**src/rtl/rv32i_types.sv**
```systemverilog
`default_nettype none
// ============================================================================
// rv32i_types : shared RV32I types; memory-issue-queue entry and funct3 codes
// Revision    : 1.0 - initial release
// ============================================================================
package rv32i_types;

  localparam int MEM_IQ_TAG_W = 5;

  localparam logic [2:0] MEM_B  = 3'b000;
  localparam logic [2:0] MEM_H  = 3'b001;
  localparam logic [2:0] MEM_W  = 3'b010;
  localparam logic [2:0] MEM_BU = 3'b100;
  localparam logic [2:0] MEM_HU = 3'b101;

  typedef struct packed {
    logic                    valid;
    logic                    is_store;
    logic [31:0]             pc;
    logic [31:0]             inst;
    logic [2:0]              funct3;
    logic [31:0]             imm;
    logic [MEM_IQ_TAG_W-1:0] rob_idx;
    logic [4:0]              rd_addr;
    logic                    rs1_rdy;
    logic [MEM_IQ_TAG_W-1:0] rs1_tag;
    logic [31:0]             rs1_data;
    logic                    rs2_rdy;
    logic [MEM_IQ_TAG_W-1:0] rs2_tag;
    logic [31:0]             rs2_data;
  } mem_iq_entry_t;

  // Natural-alignment violation for the access size encoded in funct3
  function automatic logic mem_misaligned(input logic [2:0] funct3, input logic [1:0] addr_lo);
    logic r;
    r = 1'b0;
    case (funct3)
      MEM_B, MEM_BU: r = 1'b0;
      MEM_H, MEM_HU: r = addr_lo[0];
      MEM_W:         r = (addr_lo != 2'b00);
      default:       r = 1'b0;
    endcase
    return r;
  endfunction

endpackage
`default_nettype wire

```
**src/rtl/mem_issue_queue_if.sv**
```systemverilog
`default_nettype none
// ============================================================================
// mem_issue_queue_if : dispatch, CDB, flush and mem_unit issue signals
// Optional macro     : MEM_ISSUE_QUEUE_MISALIGN_CHECK_EN adds iss_misaligned
// Revision           : 1.0 - initial release
// ============================================================================
interface mem_issue_queue_if #(
  parameter int ROB_IDX_W = 5
);
  logic                 enq_valid;
  logic                 enq_ready;
  logic                 enq_is_store;
  logic [31:0]          enq_pc;
  logic [31:0]          enq_inst;
  logic [2:0]           enq_funct3;
  logic [31:0]          enq_imm;
  logic [ROB_IDX_W-1:0] enq_rob_idx;
  logic [4:0]           enq_rd_addr;
  logic                 enq_rs1_rdy;
  logic                 enq_rs2_rdy;
  logic [ROB_IDX_W-1:0] enq_rs1_tag;
  logic [ROB_IDX_W-1:0] enq_rs2_tag;
  logic [31:0]          enq_rs1_data;
  logic [31:0]          enq_rs2_data;

  logic                 cdb_valid;
  logic [ROB_IDX_W-1:0] cdb_rob_idx;
  logic [31:0]          cdb_data;
  logic                 flush;

  logic                 iss_valid;
  logic                 iss_ready;
  logic                 iss_is_store;
  logic [31:0]          iss_pc;
  logic [31:0]          iss_inst;
  logic [2:0]           iss_funct3;
  logic [ROB_IDX_W-1:0] iss_rob_idx;
  logic [4:0]           iss_rd_addr;
  logic [31:0]          iss_addr;
  logic [31:0]          iss_store_data;
`ifdef MEM_ISSUE_QUEUE_MISALIGN_CHECK_EN
  logic                 iss_misaligned;
`endif

  modport master (
`ifdef MEM_ISSUE_QUEUE_MISALIGN_CHECK_EN
    input  iss_misaligned,
`endif
    output enq_valid, enq_is_store, enq_pc, enq_inst, enq_funct3, enq_imm,
           enq_rob_idx, enq_rd_addr, enq_rs1_rdy, enq_rs2_rdy, enq_rs1_tag,
           enq_rs2_tag, enq_rs1_data, enq_rs2_data,
           cdb_valid, cdb_rob_idx, cdb_data, flush, iss_ready,
    input  enq_ready, iss_valid, iss_is_store, iss_pc, iss_inst, iss_funct3,
           iss_rob_idx, iss_rd_addr, iss_addr, iss_store_data
  );

  modport slave (
`ifdef MEM_ISSUE_QUEUE_MISALIGN_CHECK_EN
    output iss_misaligned,
`endif
    input  enq_valid, enq_is_store, enq_pc, enq_inst, enq_funct3, enq_imm,
           enq_rob_idx, enq_rd_addr, enq_rs1_rdy, enq_rs2_rdy, enq_rs1_tag,
           enq_rs2_tag, enq_rs1_data, enq_rs2_data,
           cdb_valid, cdb_rob_idx, cdb_data, flush, iss_ready,
    output enq_ready, iss_valid, iss_is_store, iss_pc, iss_inst, iss_funct3,
           iss_rob_idx, iss_rd_addr, iss_addr, iss_store_data
  );

endinterface
`default_nettype wire

```
**src/rtl/mem_iq_operand.sv**
```systemverilog
`default_nettype none
// ============================================================================
// mem_iq_operand : per-source tag compare and CDB capture for one queue slot
// Revision       : 1.0 - initial release
// ============================================================================
module mem_iq_operand
  import rv32i_types::*;
(
  input  logic                    valid,
  input  logic                    cur_rdy,
  input  logic [MEM_IQ_TAG_W-1:0] cur_tag,
  input  logic [31:0]             cur_data,
  input  logic                    wr_en,
  input  logic                    wr_rdy,
  input  logic [MEM_IQ_TAG_W-1:0] wr_tag,
  input  logic [31:0]             wr_data,
  input  logic                    cdb_valid,
  input  logic [MEM_IQ_TAG_W-1:0] cdb_tag,
  input  logic [31:0]             cdb_data,
  output logic                    nxt_rdy,
  output logic [MEM_IQ_TAG_W-1:0] nxt_tag,
  output logic [31:0]             nxt_data
);

  logic                    w_live;
  logic                    w_src_rdy;
  logic [MEM_IQ_TAG_W-1:0] w_src_tag;
  logic [31:0]             w_src_data;
  logic                    w_hit;

  // A slot being written this cycle compares the incoming tag, so a broadcast
  // coinciding with dispatch is not lost.
  always_comb begin
    w_live     = wr_en | valid;
    w_src_rdy  = wr_en ? wr_rdy  : cur_rdy;
    w_src_tag  = wr_en ? wr_tag  : cur_tag;
    w_src_data = wr_en ? wr_data : cur_data;
    w_hit      = w_live && !w_src_rdy && cdb_valid && (w_src_tag == cdb_tag);
    nxt_rdy    = w_src_rdy | w_hit;
    nxt_tag    = w_src_tag;
    nxt_data   = w_hit ? cdb_data : w_src_data;
  end

endmodule
`default_nettype wire

```
**src/rtl/mem_issue_queue.sv**
```systemverilog
`default_nettype none
// ============================================================================
// mem_issue_queue : in-order load/store issue queue with CDB operand capture
// Optional macro  : MEM_ISSUE_QUEUE_MISALIGN_CHECK_EN (iss_misaligned output)
// Revision        : 1.0 - initial release
// ============================================================================
module mem_issue_queue
  import rv32i_types::*;
#(
  parameter int DEPTH     = 8,
  parameter int ROB_IDX_W = 5
) (
  input  logic                   clk,
  input  logic                   rst,
  mem_issue_queue_if.slave       bus,
  output logic [$clog2(DEPTH):0] count
);

  localparam int IDX_W = $clog2(DEPTH);
  localparam int PTR_W = IDX_W + 1;

  mem_iq_entry_t           r_ent [DEPTH];
  logic [PTR_W-1:0]        r_head;
  logic [PTR_W-1:0]        r_tail;

  logic [IDX_W-1:0]        w_head_idx;
  logic [IDX_W-1:0]        w_tail_idx;
  logic                    w_full;
  logic                    w_enq;
  logic                    w_deq;
  logic                    w_iss_valid;
  logic [31:0]             w_addr;
  mem_iq_entry_t           w_head;
  logic [DEPTH-1:0]        w_wr;
  logic [DEPTH-1:0]        w_rs1_rdy;
  logic [DEPTH-1:0]        w_rs2_rdy;
  logic [MEM_IQ_TAG_W-1:0] w_rs1_tag  [DEPTH];
  logic [MEM_IQ_TAG_W-1:0] w_rs2_tag  [DEPTH];
  logic [31:0]             w_rs1_data [DEPTH];
  logic [31:0]             w_rs2_data [DEPTH];

  assign w_head_idx  = r_head[IDX_W-1:0];
  assign w_tail_idx  = r_tail[IDX_W-1:0];
  assign w_full      = (w_head_idx == w_tail_idx) && (r_head[IDX_W] != r_tail[IDX_W]);
  assign w_head      = r_ent[w_head_idx];
  assign w_iss_valid = w_head.valid && w_head.rs1_rdy && (!w_head.is_store || w_head.rs2_rdy);
  assign w_addr      = w_head.rs1_data + w_head.imm;
  // Acceptance depends only on occupancy; a same-cycle dequeue does not free a slot early
  assign w_enq       = bus.enq_valid && !w_full;
  assign w_deq       = w_iss_valid && bus.iss_ready;

  assign count              = r_tail - r_head;
  assign bus.enq_ready      = !w_full;
  assign bus.iss_valid      = w_iss_valid;
  assign bus.iss_is_store   = w_head.is_store;
  assign bus.iss_pc         = w_head.pc;
  assign bus.iss_inst       = w_head.inst;
  assign bus.iss_funct3     = w_head.funct3;
  assign bus.iss_rob_idx    = ROB_IDX_W'(w_head.rob_idx);
  assign bus.iss_rd_addr    = w_head.rd_addr;
  assign bus.iss_addr       = w_addr;
  assign bus.iss_store_data = w_head.rs2_data;

`ifdef MEM_ISSUE_QUEUE_MISALIGN_CHECK_EN
  assign bus.iss_misaligned = w_iss_valid && mem_misaligned(w_head.funct3, w_addr[1:0]);
`endif

  for (genvar i = 0; i < DEPTH; i++) begin : g_entry
    assign w_wr[i] = w_enq && (w_tail_idx == IDX_W'(i));

    mem_iq_operand u_rs1 (
      .valid     (r_ent[i].valid),
      .cur_rdy   (r_ent[i].rs1_rdy),
      .cur_tag   (r_ent[i].rs1_tag),
      .cur_data  (r_ent[i].rs1_data),
      .wr_en     (w_wr[i]),
      .wr_rdy    (bus.enq_rs1_rdy),
      .wr_tag    (MEM_IQ_TAG_W'(bus.enq_rs1_tag)),
      .wr_data   (bus.enq_rs1_data),
      .cdb_valid (bus.cdb_valid),
      .cdb_tag   (MEM_IQ_TAG_W'(bus.cdb_rob_idx)),
      .cdb_data  (bus.cdb_data),
      .nxt_rdy   (w_rs1_rdy[i]),
      .nxt_tag   (w_rs1_tag[i]),
      .nxt_data  (w_rs1_data[i])
    );

    mem_iq_operand u_rs2 (
      .valid     (r_ent[i].valid),
      .cur_rdy   (r_ent[i].rs2_rdy),
      .cur_tag   (r_ent[i].rs2_tag),
      .cur_data  (r_ent[i].rs2_data),
      .wr_en     (w_wr[i]),
      .wr_rdy    (bus.enq_rs2_rdy),
      .wr_tag    (MEM_IQ_TAG_W'(bus.enq_rs2_tag)),
      .wr_data   (bus.enq_rs2_data),
      .cdb_valid (bus.cdb_valid),
      .cdb_tag   (MEM_IQ_TAG_W'(bus.cdb_rob_idx)),
      .cdb_data  (bus.cdb_data),
      .nxt_rdy   (w_rs2_rdy[i]),
      .nxt_tag   (w_rs2_tag[i]),
      .nxt_data  (w_rs2_data[i])
    );
  end

  always_ff @(posedge clk) begin
    if (!rst) begin
      r_head <= '0;
      r_tail <= '0;
      for (int i = 0; i < DEPTH; i++) r_ent[i] <= '0;
    end else if (bus.flush) begin
      r_head <= '0;
      r_tail <= '0;
      for (int i = 0; i < DEPTH; i++) r_ent[i].valid <= 1'b0;
    end else begin
      if (w_enq) r_tail <= r_tail + PTR_W'(1);
      if (w_deq) r_head <= r_head + PTR_W'(1);
      for (int i = 0; i < DEPTH; i++) begin
        r_ent[i].rs1_rdy  <= w_rs1_rdy[i];
        r_ent[i].rs1_tag  <= w_rs1_tag[i];
        r_ent[i].rs1_data <= w_rs1_data[i];
        r_ent[i].rs2_rdy  <= w_rs2_rdy[i];
        r_ent[i].rs2_tag  <= w_rs2_tag[i];
        r_ent[i].rs2_data <= w_rs2_data[i];
        if (w_wr[i]) begin
          r_ent[i].valid    <= 1'b1;
          r_ent[i].is_store <= bus.enq_is_store;
          r_ent[i].pc       <= bus.enq_pc;
          r_ent[i].inst     <= bus.enq_inst;
          r_ent[i].funct3   <= bus.enq_funct3;
          r_ent[i].imm      <= bus.enq_imm;
          r_ent[i].rob_idx  <= MEM_IQ_TAG_W'(bus.enq_rob_idx);
          r_ent[i].rd_addr  <= bus.enq_rd_addr;
        end else if (w_deq && (w_head_idx == IDX_W'(i))) begin
          r_ent[i].valid <= 1'b0;
        end
      end
    end
  end

endmodule
`default_nettype wire

```
**src/flat_wrapper.sv**
```systemverilog
// flat-port wrapper written by rule: the top's interface ports become plain ports
module mem_issue_queue_flat import rv32i_types::*;
#(
  parameter int DEPTH     = 8,
  parameter int ROB_IDX_W = 5
)
  (clk, rst, count, bus_enq_valid, bus_enq_is_store, bus_enq_pc, bus_enq_inst, bus_enq_funct3, bus_enq_imm, bus_enq_rob_idx, bus_enq_rd_addr, bus_enq_rs1_rdy, bus_enq_rs2_rdy, bus_enq_rs1_tag, bus_enq_rs2_tag, bus_enq_rs1_data, bus_enq_rs2_data, bus_cdb_valid, bus_cdb_rob_idx, bus_cdb_data, bus_flush, bus_iss_ready, bus_enq_ready, bus_iss_valid, bus_iss_is_store, bus_iss_pc, bus_iss_inst, bus_iss_funct3, bus_iss_rob_idx, bus_iss_rd_addr, bus_iss_addr, bus_iss_store_data);
  mem_issue_queue_if #(.ROB_IDX_W(ROB_IDX_W)) bus_i ();
  input  logic clk;
  input  logic rst;
  output logic [$clog2(DEPTH):0] count;
  input wire logic [$bits(bus_i.enq_valid)-1:0] bus_enq_valid;
  input wire logic [$bits(bus_i.enq_is_store)-1:0] bus_enq_is_store;
  input wire logic [$bits(bus_i.enq_pc)-1:0] bus_enq_pc;
  input wire logic [$bits(bus_i.enq_inst)-1:0] bus_enq_inst;
  input wire logic [$bits(bus_i.enq_funct3)-1:0] bus_enq_funct3;
  input wire logic [$bits(bus_i.enq_imm)-1:0] bus_enq_imm;
  input wire logic [$bits(bus_i.enq_rob_idx)-1:0] bus_enq_rob_idx;
  input wire logic [$bits(bus_i.enq_rd_addr)-1:0] bus_enq_rd_addr;
  input wire logic [$bits(bus_i.enq_rs1_rdy)-1:0] bus_enq_rs1_rdy;
  input wire logic [$bits(bus_i.enq_rs2_rdy)-1:0] bus_enq_rs2_rdy;
  input wire logic [$bits(bus_i.enq_rs1_tag)-1:0] bus_enq_rs1_tag;
  input wire logic [$bits(bus_i.enq_rs2_tag)-1:0] bus_enq_rs2_tag;
  input wire logic [$bits(bus_i.enq_rs1_data)-1:0] bus_enq_rs1_data;
  input wire logic [$bits(bus_i.enq_rs2_data)-1:0] bus_enq_rs2_data;
  input wire logic [$bits(bus_i.cdb_valid)-1:0] bus_cdb_valid;
  input wire logic [$bits(bus_i.cdb_rob_idx)-1:0] bus_cdb_rob_idx;
  input wire logic [$bits(bus_i.cdb_data)-1:0] bus_cdb_data;
  input wire logic [$bits(bus_i.flush)-1:0] bus_flush;
  input wire logic [$bits(bus_i.iss_ready)-1:0] bus_iss_ready;
  output wire logic [$bits(bus_i.enq_ready)-1:0] bus_enq_ready;
  output wire logic [$bits(bus_i.iss_valid)-1:0] bus_iss_valid;
  output wire logic [$bits(bus_i.iss_is_store)-1:0] bus_iss_is_store;
  output wire logic [$bits(bus_i.iss_pc)-1:0] bus_iss_pc;
  output wire logic [$bits(bus_i.iss_inst)-1:0] bus_iss_inst;
  output wire logic [$bits(bus_i.iss_funct3)-1:0] bus_iss_funct3;
  output wire logic [$bits(bus_i.iss_rob_idx)-1:0] bus_iss_rob_idx;
  output wire logic [$bits(bus_i.iss_rd_addr)-1:0] bus_iss_rd_addr;
  output wire logic [$bits(bus_i.iss_addr)-1:0] bus_iss_addr;
  output wire logic [$bits(bus_i.iss_store_data)-1:0] bus_iss_store_data;
  assign bus_i.enq_valid = bus_enq_valid;
  assign bus_i.enq_is_store = bus_enq_is_store;
  assign bus_i.enq_pc = bus_enq_pc;
  assign bus_i.enq_inst = bus_enq_inst;
  assign bus_i.enq_funct3 = bus_enq_funct3;
  assign bus_i.enq_imm = bus_enq_imm;
  assign bus_i.enq_rob_idx = bus_enq_rob_idx;
  assign bus_i.enq_rd_addr = bus_enq_rd_addr;
  assign bus_i.enq_rs1_rdy = bus_enq_rs1_rdy;
  assign bus_i.enq_rs2_rdy = bus_enq_rs2_rdy;
  assign bus_i.enq_rs1_tag = bus_enq_rs1_tag;
  assign bus_i.enq_rs2_tag = bus_enq_rs2_tag;
  assign bus_i.enq_rs1_data = bus_enq_rs1_data;
  assign bus_i.enq_rs2_data = bus_enq_rs2_data;
  assign bus_i.cdb_valid = bus_cdb_valid;
  assign bus_i.cdb_rob_idx = bus_cdb_rob_idx;
  assign bus_i.cdb_data = bus_cdb_data;
  assign bus_i.flush = bus_flush;
  assign bus_i.iss_ready = bus_iss_ready;
  assign bus_enq_ready = bus_i.enq_ready;
  assign bus_iss_valid = bus_i.iss_valid;
  assign bus_iss_is_store = bus_i.iss_is_store;
  assign bus_iss_pc = bus_i.iss_pc;
  assign bus_iss_inst = bus_i.iss_inst;
  assign bus_iss_funct3 = bus_i.iss_funct3;
  assign bus_iss_rob_idx = bus_i.iss_rob_idx;
  assign bus_iss_rd_addr = bus_i.iss_rd_addr;
  assign bus_iss_addr = bus_i.iss_addr;
  assign bus_iss_store_data = bus_i.iss_store_data;
  mem_issue_queue #(.DEPTH(DEPTH), .ROB_IDX_W(ROB_IDX_W)) u_core (.clk(clk), .rst(rst), .bus(bus_i), .count(count));
endmodule
```
**config.mk**
```make
export PLATFORM = sky130hd
export DESIGN_NAME = mem_issue_queue_flat
export DESIGN_NICKNAME = d
export VERILOG_FILES = /design/src/rtl/rv32i_types.sv /design/src/rtl/mem_issue_queue_if.sv /design/src/rtl/mem_iq_operand.sv /design/src/rtl/mem_issue_queue.sv /design/src/flat_wrapper.sv
export SDC_FILE = /design/constraint.sdc
export NUM_CORES = 2
export LEC_CHECK = 0
export BUFFER_PORTS_ARGS = -buffer_cell sky130_fd_sc_hd__buf_2
export CORE_MARGIN = 2
export CORE_UTILIZATION = 47
export DETAILED_ROUTE_END_ITERATION = 12
export PLACE_DENSITY_LB_ADDON = 0.15
export SYNTH_ARGS = -nofsm -noshare
export SYNTH_HDL_FRONTEND = slang
export SYNTH_SLANG_ARGS = --single-unit
export TNS_END_PERCENT = 5
```
**constraint.sdc**
```tcl
create_clock -name clk -period 15.3 [get_ports clk]
set_clock_uncertainty 0.05 [all_clocks]
set_input_delay 1.53 -clock clk [delete_from_list [all_inputs] [get_ports clk]]
set_output_delay 1.53 -clock clk [all_outputs]
set_load 0.01 [all_outputs]
```
==> summary.txt <==
P_leak -> 31.0 nW
FF+latch area -> 45200 sq um
IO buf count -> 376
Worst Tran Pin Value -> 1.14 ns
GR Util met2 -> 0.432
Capturing element type of the critical path -> output pin
Hold crit path type -> reg -> reg
Yosys top cell by area -> edfxtp_1
Setup TNS -> 0 ns
Filler cells -> 13000
Share of the synthesized area in the top cell type -> 0.609
Number of hold buffers added after CTS -> 0
Top Usage Layer GRT -> met2
CTS Buffer Depth -> 3
First-pass GRT wire length -> 319000 um
HP Start -> u_core.r_ent[2][36]
Clk Latency, worst-skew pair -> 0.79 ns
Area of the multi-input gates -> 26800 sq um
VDD IR-drop max -> 109 uV
Fin. max-slew vios -> 0
Fin nets -> 5438
Hold WS -> 0.548 ns
Post-synthesis simple-gate area fraction -> 0.110
Clk root buf -> clkbuf_16
Warnings from Yosys -> 0
Main synth FF type -> edfxtp_1
Status -> complete, no violations
Met3 Use GR -> 0.0519
Power Density -> 114 nW/um^2
Flop2flop setup slack -> 10.17 ns
Yosys reg bits -> 1507
Crit Path Max Fanout -> 38
Area grow syn2layout -> 11.6%
Xor/xnor share of the synthesized area -> 0.0134
R2r startpoint -> u_core.r_tail[2]
Most common cell after layout, fill and taps aside -> edfxtp_1
Antenna violations before repair -> 55
Reg2Reg Capture Point -> u_core.r_ent[0][3]
Reg2reg path depth -> 10
Routed Antenna Nets -> 0
Initial DRT Pass Iterations -> 6
CTS tree -> done
Post-synth ARST share -> 0
Largest net degree at the start of global routing -> 147
Io pins -> 377
Hold Path End -> u_core.r_ent[2][36]
Vias in the first global route -> 45900
Min Tclk post-route -> 8.83 ns
All-Layer GR Usage -> 0.274
Sequential area share after synthesis -> 0.612
Gr ovfl total -> 0
RSZ-0062 raised after global routing -> no
Final setup violation count -> 0
Final Wtd Congestion -> 0.871
Final-report hold violation count -> 0
DR DRC count -> 0
Req. time, crit path -> 13.72 ns
Yosys cell types -> 78
Multiplexer share of the synthesized area -> 0.199
Main combinational cell family by area after synthesis -> multiplexers
Crit share post-route -> 0.577
Mapped Cells -> 4961
Post-DP HPWL -> 122000 um
Synth Area in Compound Gates -> 0.0282
Core Area -> 156000 sq um
Crit Path Class -> reg -> out
Initial core utilization -> 0.473
Routed wire length -> 220000 um
Adder-Cell Fraction of Synth Area -> 0.00834
Via/cell ratio -> 6.10
Dominant cells by area after synthesis -> edfxtp_1 (61%), mux4_2 (11%), mux2i_1 (6.7%), and3_1 (4.7%), and2_1 (2.9%)
Vias -> 44900
CTS sink cnt -> 1507
Die footprint -> 160000 sq um
Initial drt markers -> 4679
Worst rel slew slack -> 0.239
Die Height -> 400 um
Layout cells sized above 1 -> 0.240
CTS Buf Count -> 164
Core Util, Final -> 0.528
CTS H-tree depth -> 4
GRT met1 Usage -> 0.391
Site Rows -> 145
Most frequent cells in the layout -> edfxtp_1 (1496), and3_1 (557), mux2i_1 (493), buf_2 (376), mux4_2 (347)
Clock transition at path regs -> 0.06 ns
Avg WL per Cell -> 29.8 um
Max Clk Rate -> 113 MHz
Post-synthesis cell area -> 73800 sq um
CP Data Arrival Time -> 7.25 ns
Hold Path Cell Cnt -> 2
Syn avg cell area -> 14.9 sq um
MaxCap Viol Count -> 0
Crit start category -> flip-flop
Setup bufs post-CTS -> 0
Die width -> 400 um
# resized after CTS -> 0
Syn Nets -> 5238
EDFF count, synth -> 1496
[worst max path at each step]
stage / endpoint / cells after the start
finish: bus_iss_addr[28] / 15
CTS: bus_iss_addr[28] / 15
detailed placement: bus_iss_addr[28] / 15
floorplan: u_core.r_ent[5][38] / 5
global route: bus_iss_addr[28] / 15
global placement: bus_iss_addr[28] / 15
[through the flow]
stage / cell area [sq um] / setup slack [ns] / total power, mW / cells
floorplan: 73800 / 3.58 / 5.40 / 4961
global placement: 77400 / 7.28 / 5.74 / 7053
detailed placement: 77400 / 7.22 / 5.75 / 7053
CTS: 82300 / 6.34 / 9.46 / 7351
global route: 82300 / 6.03 / 9.69 / 7362
finish: 82300 / 6.47 / 9.41 / 7370
[power breakdown]
part | switching [mW] | internal, mW
Clock | 1.66 | 2.09
Combinational | 0.560 | 0.289
Sequential | 0.0621 | 4.76
[Yosys cell counts (all sizes together), types with 3 or more instances]
library cell / n
a221oi: 5
nor4: 7
a211o: 3
clkbuf: 326
nand2: 215
dfxtp: 11
a31oi: 10
o21a: 19
inv: 46
mux2: 173
nand4: 9
ha: 46
a21o: 24
a21oi: 113
mux2i: 494
a21boi: 4
and2: 342
o21ai: 97
mux4: 347
xnor2: 78
nor2: 192
o2111ai: 6
xor2: 33
o21bai: 6
nor3: 23
edfxtp: 1496
a2111oi: 5
a211oi: 10
nor2b: 9
buf: 116
nand3: 91
o211ai: 7
nand2b: 9
and3: 560
[worst max-delay path, stage by stage, from the launching register on]
cell	delay, ns
dfxtp_4	0.90
buf_4	0.76
buf_4	0.67
mux4_2	0.35
mux2_2	0.21
ha_1	0.18
inv_1	0.06
fa_1	0.45
nand2b_1	0.18
a21oi_1	0.25
o21ai_0	0.22
o211a_1	0.32
o21ai_0	0.78
a31oi_1	0.21
xnor2_1	0.56
buf_2	0.25
[metal layers]
layer  routed length [um]  share of wire  vias to the layer above
li1                     -              -                    19500
met1                93000           0.42                    23400
met2               104000           0.48                     1726
met3                16600          0.076                      330
met4                 5400          0.025                       38
met5                  247         0.0011                        -
[kinds of logic after synthesis]
| kind of cell | Yosys count |
|---|---|
| buffers and inverters | 488 |
| XOR/XNOR | 111 |
| AND/OR/NAND/NOR | 1467 |
| AO/OA/AOI/OAI | 326 |
| adder cells (fa/ha/maj) | 48 |
| multiplexers | 1014 |
| flip-flops | 1507 |
[state kept, by name, summed over array words and instances, names as in the netlist, named ones only]
name           flops
u_core.r_ent    1496
u_core.r_head      4
u_core.r_tail      4
[final cells by class]
type	count	area share
Sequential cell	1507	0.548
Multi-Input combinational cell	2966	0.325
Clock buffer	209	0.0527
Timing Repair Buffer	476	0.0326
Tap cell	2058	0.0313
Clock inverter	89	0.00717
Inverter	46	0.00213
Antenna cell	19	0.000578
Power figures use the tool's default switching activity.
